==> config.mk <==
export PLATFORM = sky130hd
export DESIGN_NAME = signed_divider_flat
export DESIGN_NICKNAME = d
export VERILOG_FILES = /design/src/rtl/signed_divider_if.sv /design/src/rtl/signed_divider.sv /design/src/flat_wrapper.sv
export SDC_FILE = /design/constraint.sdc
export NUM_CORES = 1
export LEC_CHECK = 0
export ABC_AREA = 0
export CAP_MARGIN = 20
export CORE_MARGIN = 4
export CORE_UTILIZATION = 30
export CTS_CLUSTER_DIAMETER = 60
export DETAILED_ROUTE_END_ITERATION = 16
export SLEW_MARGIN = 10
export SYNTH_ARGS = -nofsm -noshare
export SYNTH_HDL_FRONTEND = slang
export SYNTH_SLANG_ARGS = --single-unit
==> constraint.sdc <==
create_clock -name clk -period 4.9 [get_ports clk]
set_input_delay 0.98 -clock clk [delete_from_list [all_inputs] [get_ports clk]]
set_output_delay 0.98 -clock clk [all_outputs]
set_load 0.02 [all_outputs]
==> src/rtl/signed_divider_if.sv <==
// signed_divider_if: start/operand and result/status bundle for the signed divider.
interface signed_divider_if #(parameter int N = 8);
    logic           valid;
    logic [2*N-1:0] dividend;
    logic [N-1:0]   divisor;
    logic [2*N-1:0] quotient;
    logic [N-1:0]   remainder;
    logic           done;
    logic           busy;
    logic           div_by_zero;
    logic           overflow;
    modport master (output valid, dividend, divisor,
                    input  quotient, remainder, done, busy, div_by_zero, overflow);
    modport slave  (input  valid, dividend, divisor,
                    output quotient, remainder, done, busy, div_by_zero, overflow);
endinterface

==> src/rtl/signed_divider.sv <==
// signed_divider: 2N/N-bit signed divide, truncating toward zero, one restoring
// step per clock on magnitudes with signs reapplied at the end.
module signed_divider #(parameter int N = 8) (
    input logic clk,
    input logic rst,
    signed_divider_if.slave io
);
    localparam int CW = $clog2(2 * N);
    typedef enum logic [1:0] {IDLE, CALC, SIGN} state_t;
    state_t         state_q, state_d;
    logic [CW-1:0]  cnt_q, cnt_d;
    logic [N:0]     p_q, p_d;
    logic [2*N-1:0] q_q, q_d, quo_q, quo_d;
    logic [N-1:0]   dvs_q, dvs_d, rem_q, rem_d;
    logic           qneg_q, qneg_d, rneg_q, rneg_d, zero_q, zero_d;
    logic           dbz_q, dbz_d, ovf_q, ovf_d, done_q, done_d;
    logic [N:0]     p_sh;
    logic [N+1:0]   trial;
    assign p_sh  = {p_q[N-1:0], q_q[2*N-1]};
    assign trial = {1'b0, p_sh} - {2'b00, dvs_q};
    always_comb begin
        state_d = state_q;
        cnt_d   = cnt_q;
        p_d     = p_q;
        q_d     = q_q;
        dvs_d   = dvs_q;
        qneg_d  = qneg_q;
        rneg_d  = rneg_q;
        zero_d  = zero_q;
        quo_d   = quo_q;
        rem_d   = rem_q;
        dbz_d   = dbz_q;
        ovf_d   = ovf_q;
        done_d  = 1'b0;
        case (state_q)
            IDLE: if (io.valid) begin
                q_d     = io.dividend[2*N-1] ? -io.dividend : io.dividend;
                dvs_d   = io.divisor[N-1] ? -io.divisor : io.divisor;
                qneg_d  = io.dividend[2*N-1] ^ io.divisor[N-1];
                rneg_d  = io.dividend[2*N-1];
                zero_d  = io.divisor == '0;
                p_d     = '0;
                cnt_d   = '0;
                state_d = (io.divisor == '0) ? SIGN : CALC;
            end
            CALC: begin
                p_d     = trial[N+1] ? p_sh : trial[N:0];
                q_d     = {q_q[2*N-2:0], ~trial[N+1]};
                cnt_d   = cnt_q + 1'b1;
                state_d = (cnt_q == CW'(2 * N - 1)) ? SIGN : CALC;
            end
            SIGN: begin
                quo_d   = zero_q ? '0 : (qneg_q ? -q_q : q_q);
                rem_d   = zero_q ? '0 : (rneg_q ? -p_q[N-1:0] : p_q[N-1:0]);
                dbz_d   = zero_q;
                // a positive quotient with the top bit set only arises from -2^(2N-1) / -1
                ovf_d   = ~zero_q & ~qneg_q & q_q[2*N-1];
                done_d  = 1'b1;
                state_d = IDLE;
            end
            default: state_d = IDLE;
        endcase
    end
    always_ff @(posedge clk or posedge rst) begin
        if (rst) begin
            state_q <= IDLE;
            cnt_q   <= '0;
            p_q     <= '0;
            q_q     <= '0;
            dvs_q   <= '0;
            qneg_q  <= 1'b0;
            rneg_q  <= 1'b0;
            zero_q  <= 1'b0;
            quo_q   <= '0;
            rem_q   <= '0;
            dbz_q   <= 1'b0;
            ovf_q   <= 1'b0;
            done_q  <= 1'b0;
        end else begin
            state_q <= state_d;
            cnt_q   <= cnt_d;
            p_q     <= p_d;
            q_q     <= q_d;
            dvs_q   <= dvs_d;
            qneg_q  <= qneg_d;
            rneg_q  <= rneg_d;
            zero_q  <= zero_d;
            quo_q   <= quo_d;
            rem_q   <= rem_d;
            dbz_q   <= dbz_d;
            ovf_q   <= ovf_d;
            done_q  <= done_d;
        end
    end
    assign io.quotient    = quo_q;
    assign io.remainder   = rem_q;
    assign io.done        = done_q;
    assign io.busy        = state_q != IDLE;
    assign io.div_by_zero = dbz_q;
    assign io.overflow    = ovf_q;
endmodule

==> src/flat_wrapper.sv <==
// flat-port wrapper written by rule: the top's interface ports become plain ports
module signed_divider_flat 
#(parameter int N = 8)
  (clk, rst, io_valid, io_dividend, io_divisor, io_quotient, io_remainder, io_done, io_busy, io_div_by_zero, io_overflow);
  signed_divider_if #(.N(N)) io_i ();
  input logic clk;
  input logic rst;
  input wire logic [$bits(io_i.valid)-1:0] io_valid;
  input wire logic [$bits(io_i.dividend)-1:0] io_dividend;
  input wire logic [$bits(io_i.divisor)-1:0] io_divisor;
  output wire logic [$bits(io_i.quotient)-1:0] io_quotient;
  output wire logic [$bits(io_i.remainder)-1:0] io_remainder;
  output wire logic [$bits(io_i.done)-1:0] io_done;
  output wire logic [$bits(io_i.busy)-1:0] io_busy;
  output wire logic [$bits(io_i.div_by_zero)-1:0] io_div_by_zero;
  output wire logic [$bits(io_i.overflow)-1:0] io_overflow;
  assign io_i.valid = io_valid;
  assign io_i.dividend = io_dividend;
  assign io_i.divisor = io_divisor;
  assign io_quotient = io_i.quotient;
  assign io_remainder = io_i.remainder;
  assign io_done = io_i.done;
  assign io_busy = io_i.busy;
  assign io_div_by_zero = io_i.div_by_zero;
  assign io_overflow = io_i.overflow;
  signed_divider #(.N(N)) u_core (.clk(clk), .rst(rst), .io(io_i));
endmodule
# Word-level counts from Yosys, hierarchy flattened
# Index checks and enable logic that the tools add are counted.
# word_totals
ff_bits,68
input_bits,27
# op_classes
n_addsub,6
n_eq_ne,4
n_mux,18
bitwise_logic,6
n_reduce_logical,6
# ops
op,n
$mux 16,4
$mux 8,5
$neg 16->16,2
$pmux 16 s2,1
$neg 8->8,2
$pmux 8 s2,1
$sub 9x8->10,1
$logic_not 8->1,1
$pmux 4 s2,1
$mux 2,3
$add 4x1->4 const B,1
$eq 4x4->1 const B,1
$mux 4,1
$pmux 2 s2,1
$reduce_and 2->1,2
$reduce_bool 2->1,2
$not 1->1,3
$and 1x1->1,2
$eq 2x1->1 const B,1
$eq 2x2->1 const B,1
$logic_not 2->1,1
$ne 2x2->1 const B,1
$mux 1,1
$xor 1x1->1,1

# Longest topological paths before layout
# logic_depth
depth_word,4
mapped_depth,9

# Least setup slack after synthesis
# OpenSTA, ideal clock, no wires.
# synth_timing
path_type,input to register
start,in io_divisor[6]
end,reg u_core.state_q[1]
setup_ns,0.073
arrival_time_ns,2.139
required_time_ns,4.827
path_slack_ns,2.688
stages,4
path_buffers,0
path_cell_list,or4_1 or3_1 nand2b_4 a21oi_2
# synth_via
elab_chain_len,4
# synth_rtl
element,line_no,rtl
from (decl),flat_wrapper.sv:10,input wire logic [$bits(io_i.divisor)-1:0] io_divisor;
$logic_not 8->1,signed_divider.sv:44,state_d = (io.divisor == '0) ? SIGN : CALC;
$mux 2,signed_divider.sv:44,
$mux 2,signed_divider.sv:36,IDLE: if (io.valid) begin
$pmux 2 s2,signed_divider.sv:35,case (state_q)
to (signal assigned),signed_divider.sv:80,state_q <= state_d;
to (decl),signed_divider.sv:10,"state_t state_q, state_d;"
# No other way between the ends. The select of a mux whose other input is x is not followed.
# A chain may end at the register's enable or synchronous reset.

# Final worst setup path
# layout_timing
start,reg u_core.state_q[0]
end,out io_busy
# layout_via
elab_chain_len,1
# layout_rtl
element,line_no,rtl
$reduce_bool 2->1,signed_divider.sv:98,assign io.busy = state_q != IDLE;
to (decl),flat_wrapper.sv:14,output wire logic [$bits(io_i.busy)-1:0] io_busy;
# No other way between the ends.

==> results.txt <==
Status - completed
CTS max path bufs - 2
Largest stage delay, worst path - 590 ps
CTS tree - built
CTS Sinks - 68
DR vias - 3279
LEAKAGE - 2.090 nW
Antenna-violating nets left - 0
Io pins - 55
Largest net degree at the start of global routing - 40
Hold path depth - 2
Final setup fails - 0
Synth Area in XOR/XNOR - 0.09583
Routed length per instance - 14.16 µm
Proportion of synthesized area in mux cells - 0.01773
Final clock skew - 4.755 ps
Num CTS Buffers - 9
Top_reg_cell synth - dfrtp_1
Synthesized flop and latch total - 68
Highest ir drop seen on vdd - 0.2038 mV
Hold path endpoint - u_core.io.quotient[14]
Quantity of gates resized following cts - 0
CORE AREA - 13190 µm²
Area grow syn2layout - 24.70%
Clock Latency Late Sink - 320 ps
First-pass GRT wire length - 15.66 mm
Data required, critical path - 3920 ps
DR iter-0 viols - 256
Avg Cell Area, Syn - 9.202 µm²
Total track usage - 0.1292
Final GP Congestion - 0.8384
Die ar. - 15320 µm²
Crit path time final - 2716 ps
Startpoint types - flip-flop
Crit-path max FO - 15
CTS H-tree lvls - 3
Fin crit share - 0.5543
Share of layout cells above drive strength 1 - 0.07332
FF-to-FF End - u_core.p_q[1]
CP endpoint kind - primary output
Number of synthesis warnings - 0
Slowest-stage cell, CP - dfrtp_1
Initial Util - 0.3049
Worst-case reg-to-reg path depth - 6
Buf/Inv on CP - 2
Antenna violations before repair - 0
Synth unique cells - 57
# Post-CTS Setup Buffers - 0
Antenna Cells - 0
Main combinational cell family by area after synthesis - compound AO/OA/AOI/OAI gates
Post-synthesis compound-gate area fraction - 0.2200
Crit-path cells - nor2_1 -> inv_1 -> clkdlybuf4s50_1
Mapped cell area - 4021 µm²
# DRC - 0
Max Slew Vio Count - 0
Max-Cap Viols - 0
CTS Hold Bufs - 0
Cells after Synth - 437
Critical path's top delay family - buffers and inverters
Total placed instance area - 4732 µm²
Fin area - 5015 µm²
Vias per cell - 4.916
PD cells - 647.9 nW/µm²
Die Wd - 123.8 µm
Post-synthesis simple-gate area fraction - 0.1556
Worst Path Arrival - 1740 ps
DRT Pass-1 Iters - 4
Slew headroom - 0.5284
Hold_sp - u_core.io.quotient[14]
CTS Root Cell - clkbuf_16
Final setup TNS - 0 ps
Fin. Hold Viols - 0
Syn_nets - 478
DIE HEIGHT - 123.8 µm
Actual slew at the worst max-slew pin - 705.6 ps
Total gr overflow - 0
Adder-Cell Fraction of Synth Area - 0.04543
Clk slew on worst S/H paths - 50 ps
Final WL - 9.447 mm
Fillers - 1350
Async set or reset register ratio after synthesis - 1.000
Worst Setup Path Type - reg -> out
IO Port Bufs - 54
RSZ-0062 raised after global routing - false
FF-to-FF Start - u_core.p_q[5]
Max Freq - 368.2 MHz
Fin nets - 527
Post-synth EDFFs - 0
# rows - 42
Post-DP HPWL - 7.249 mm
Vias in the first global route - 3051
Sequential area share after synthesis - 0.4231
Min-Delay Path Class - reg -> reg
R2R setup slack - 2550 ps
-- metal layers --
metal  up-vias  wire length, µm  global-route usage
met4         0              154             0.05121
li1       1657                -                   -
met2        87             3794              0.1727
met5         -                0                   0
met1      1523             4897              0.2003
met3        12              601             0.02589
-- Yosys cell counts, types with 5 or more instances --
library cell	number	area, µm²
dfrtp_1	68	1702
nand2_1	66	247.7
o21ai_0	53	265.3
xor2_1	28	245.2
inv_1	24	90.09
nor2_1	19	71.32
o31ai_1	18	135.1
xnor2_1	16	140.1
clkbuf_1	15	56.30
a21oi_1	14	70.07
ha_1	13	162.7
nor3_1	8	40.04
a22oi_1	7	52.55
nand2b_1	7	43.79
a32oi_1	6	52.55
mux2i_1	6	60.06
nand3_1	5	25.02
o22ai_1	5	31.28
-- per-stage QoR --
stage | utilization | power [mW] | hold WS (ps) | cells | setup WS, ps
final | 0.3802 | 3.249 | 477.3 | 667 | 2184
after detailed placement | 0.3588 | 2.656 | 472.8 | 651 | 1955
after floorplan | - | 2.182 | 449.8 | 437 | 2208
after global placement | 0.3588 | 2.615 | 464.4 | 651 | 2062
after CTS | 0.3802 | 3.273 | 485.2 | 667 | 2161
after global routing | 0.3802 | 3.522 | 510.2 | 667 | 2095
-- area by class of cell --
cell class              instances  area (µm²)  share of cell area
inverters                      24       90.09             0.01796
flip-flops and latches         68        1702              0.3393
clock buffers                  15       277.8             0.05539
clock inverters                 1       5.005           0.0009980
repair buffers                 58       570.5              0.1138
multi-input cells             325        2150              0.4286
well taps                     176       220.2             0.04391
-- power by group --
group	switching, mW	internal (mW)
Combinational	0.827	0.707
Sequential	0.310	0.799
Clock	0.222	0.384
-- sequential cells by signal, indices dropped and copies added, names as in the netlist --
signal                 flops
u_core.cnt_q               4
u_core.dvs_q               8
u_core.io.div_by_zero      1
u_core.io.done             1
u_core.io.overflow         1
u_core.io.quotient        16
u_core.io.remainder        8
u_core.p_q                 8
u_core.q_q                16
u_core.qneg_q              1
u_core.rneg_q              1
u_core.state_q             2
u_core.zero_q              1
-- layout by cell type, fill, tap and decap left out, types with 5 or more instances in the layout --
cell              n
dfrtp_1          68
nand2_1          66
clkdlybuf4s50_1  54
o21ai_0          52
xor2_1           28
inv_1            23
nor2_1           19
o31ai_1          18
xnor2_1          16
a21oi_1          14
ha_1             13
clkbuf_16         9
nor3_1            8
nand2b_1          7
a22oi_1           7
a32oi_1           6
mux2i_1           6
nand3_1           5
o22ai_1           5
-- worst reg2reg max path, cell delays in order, from the launching register on --
cell,delay (ps)
dfrtp_1,480
ha_1,390
a21oi_1,310
o221ai_1,200
nor2_2,500
mux2i_1,250
o22ai_1,80
-- worst max-delay path by stage --
stage                            startpoint  slack [ps]  depth (start not counted)         endpoint
after global routing      u_core.state_q[0]        2090                          3          io_busy
after CTS                 u_core.state_q[0]        2160                          3          io_busy
after detailed placement           io_valid        1960                          5   u_core.q_q[15]
after global placement             io_valid        2060                          5   u_core.q_q[15]
final                     u_core.state_q[0]        2180                          3          io_busy
after floorplan                         rst        2210                          1  u_core.cnt_q[0]
-- cell families (layout without fill, tap and decap cells) --
group | Yosys count | after routing
compound gates | 132 | 132
simple gates | 128 | 128
flops | 68 | 68
xor+xnor | 44 | 44
buf+inv | 44 | 98
fa+ha+maj | 14 | 14
mux | 7 | 7
No activity file was read; power rests on OpenSTA's default activity.
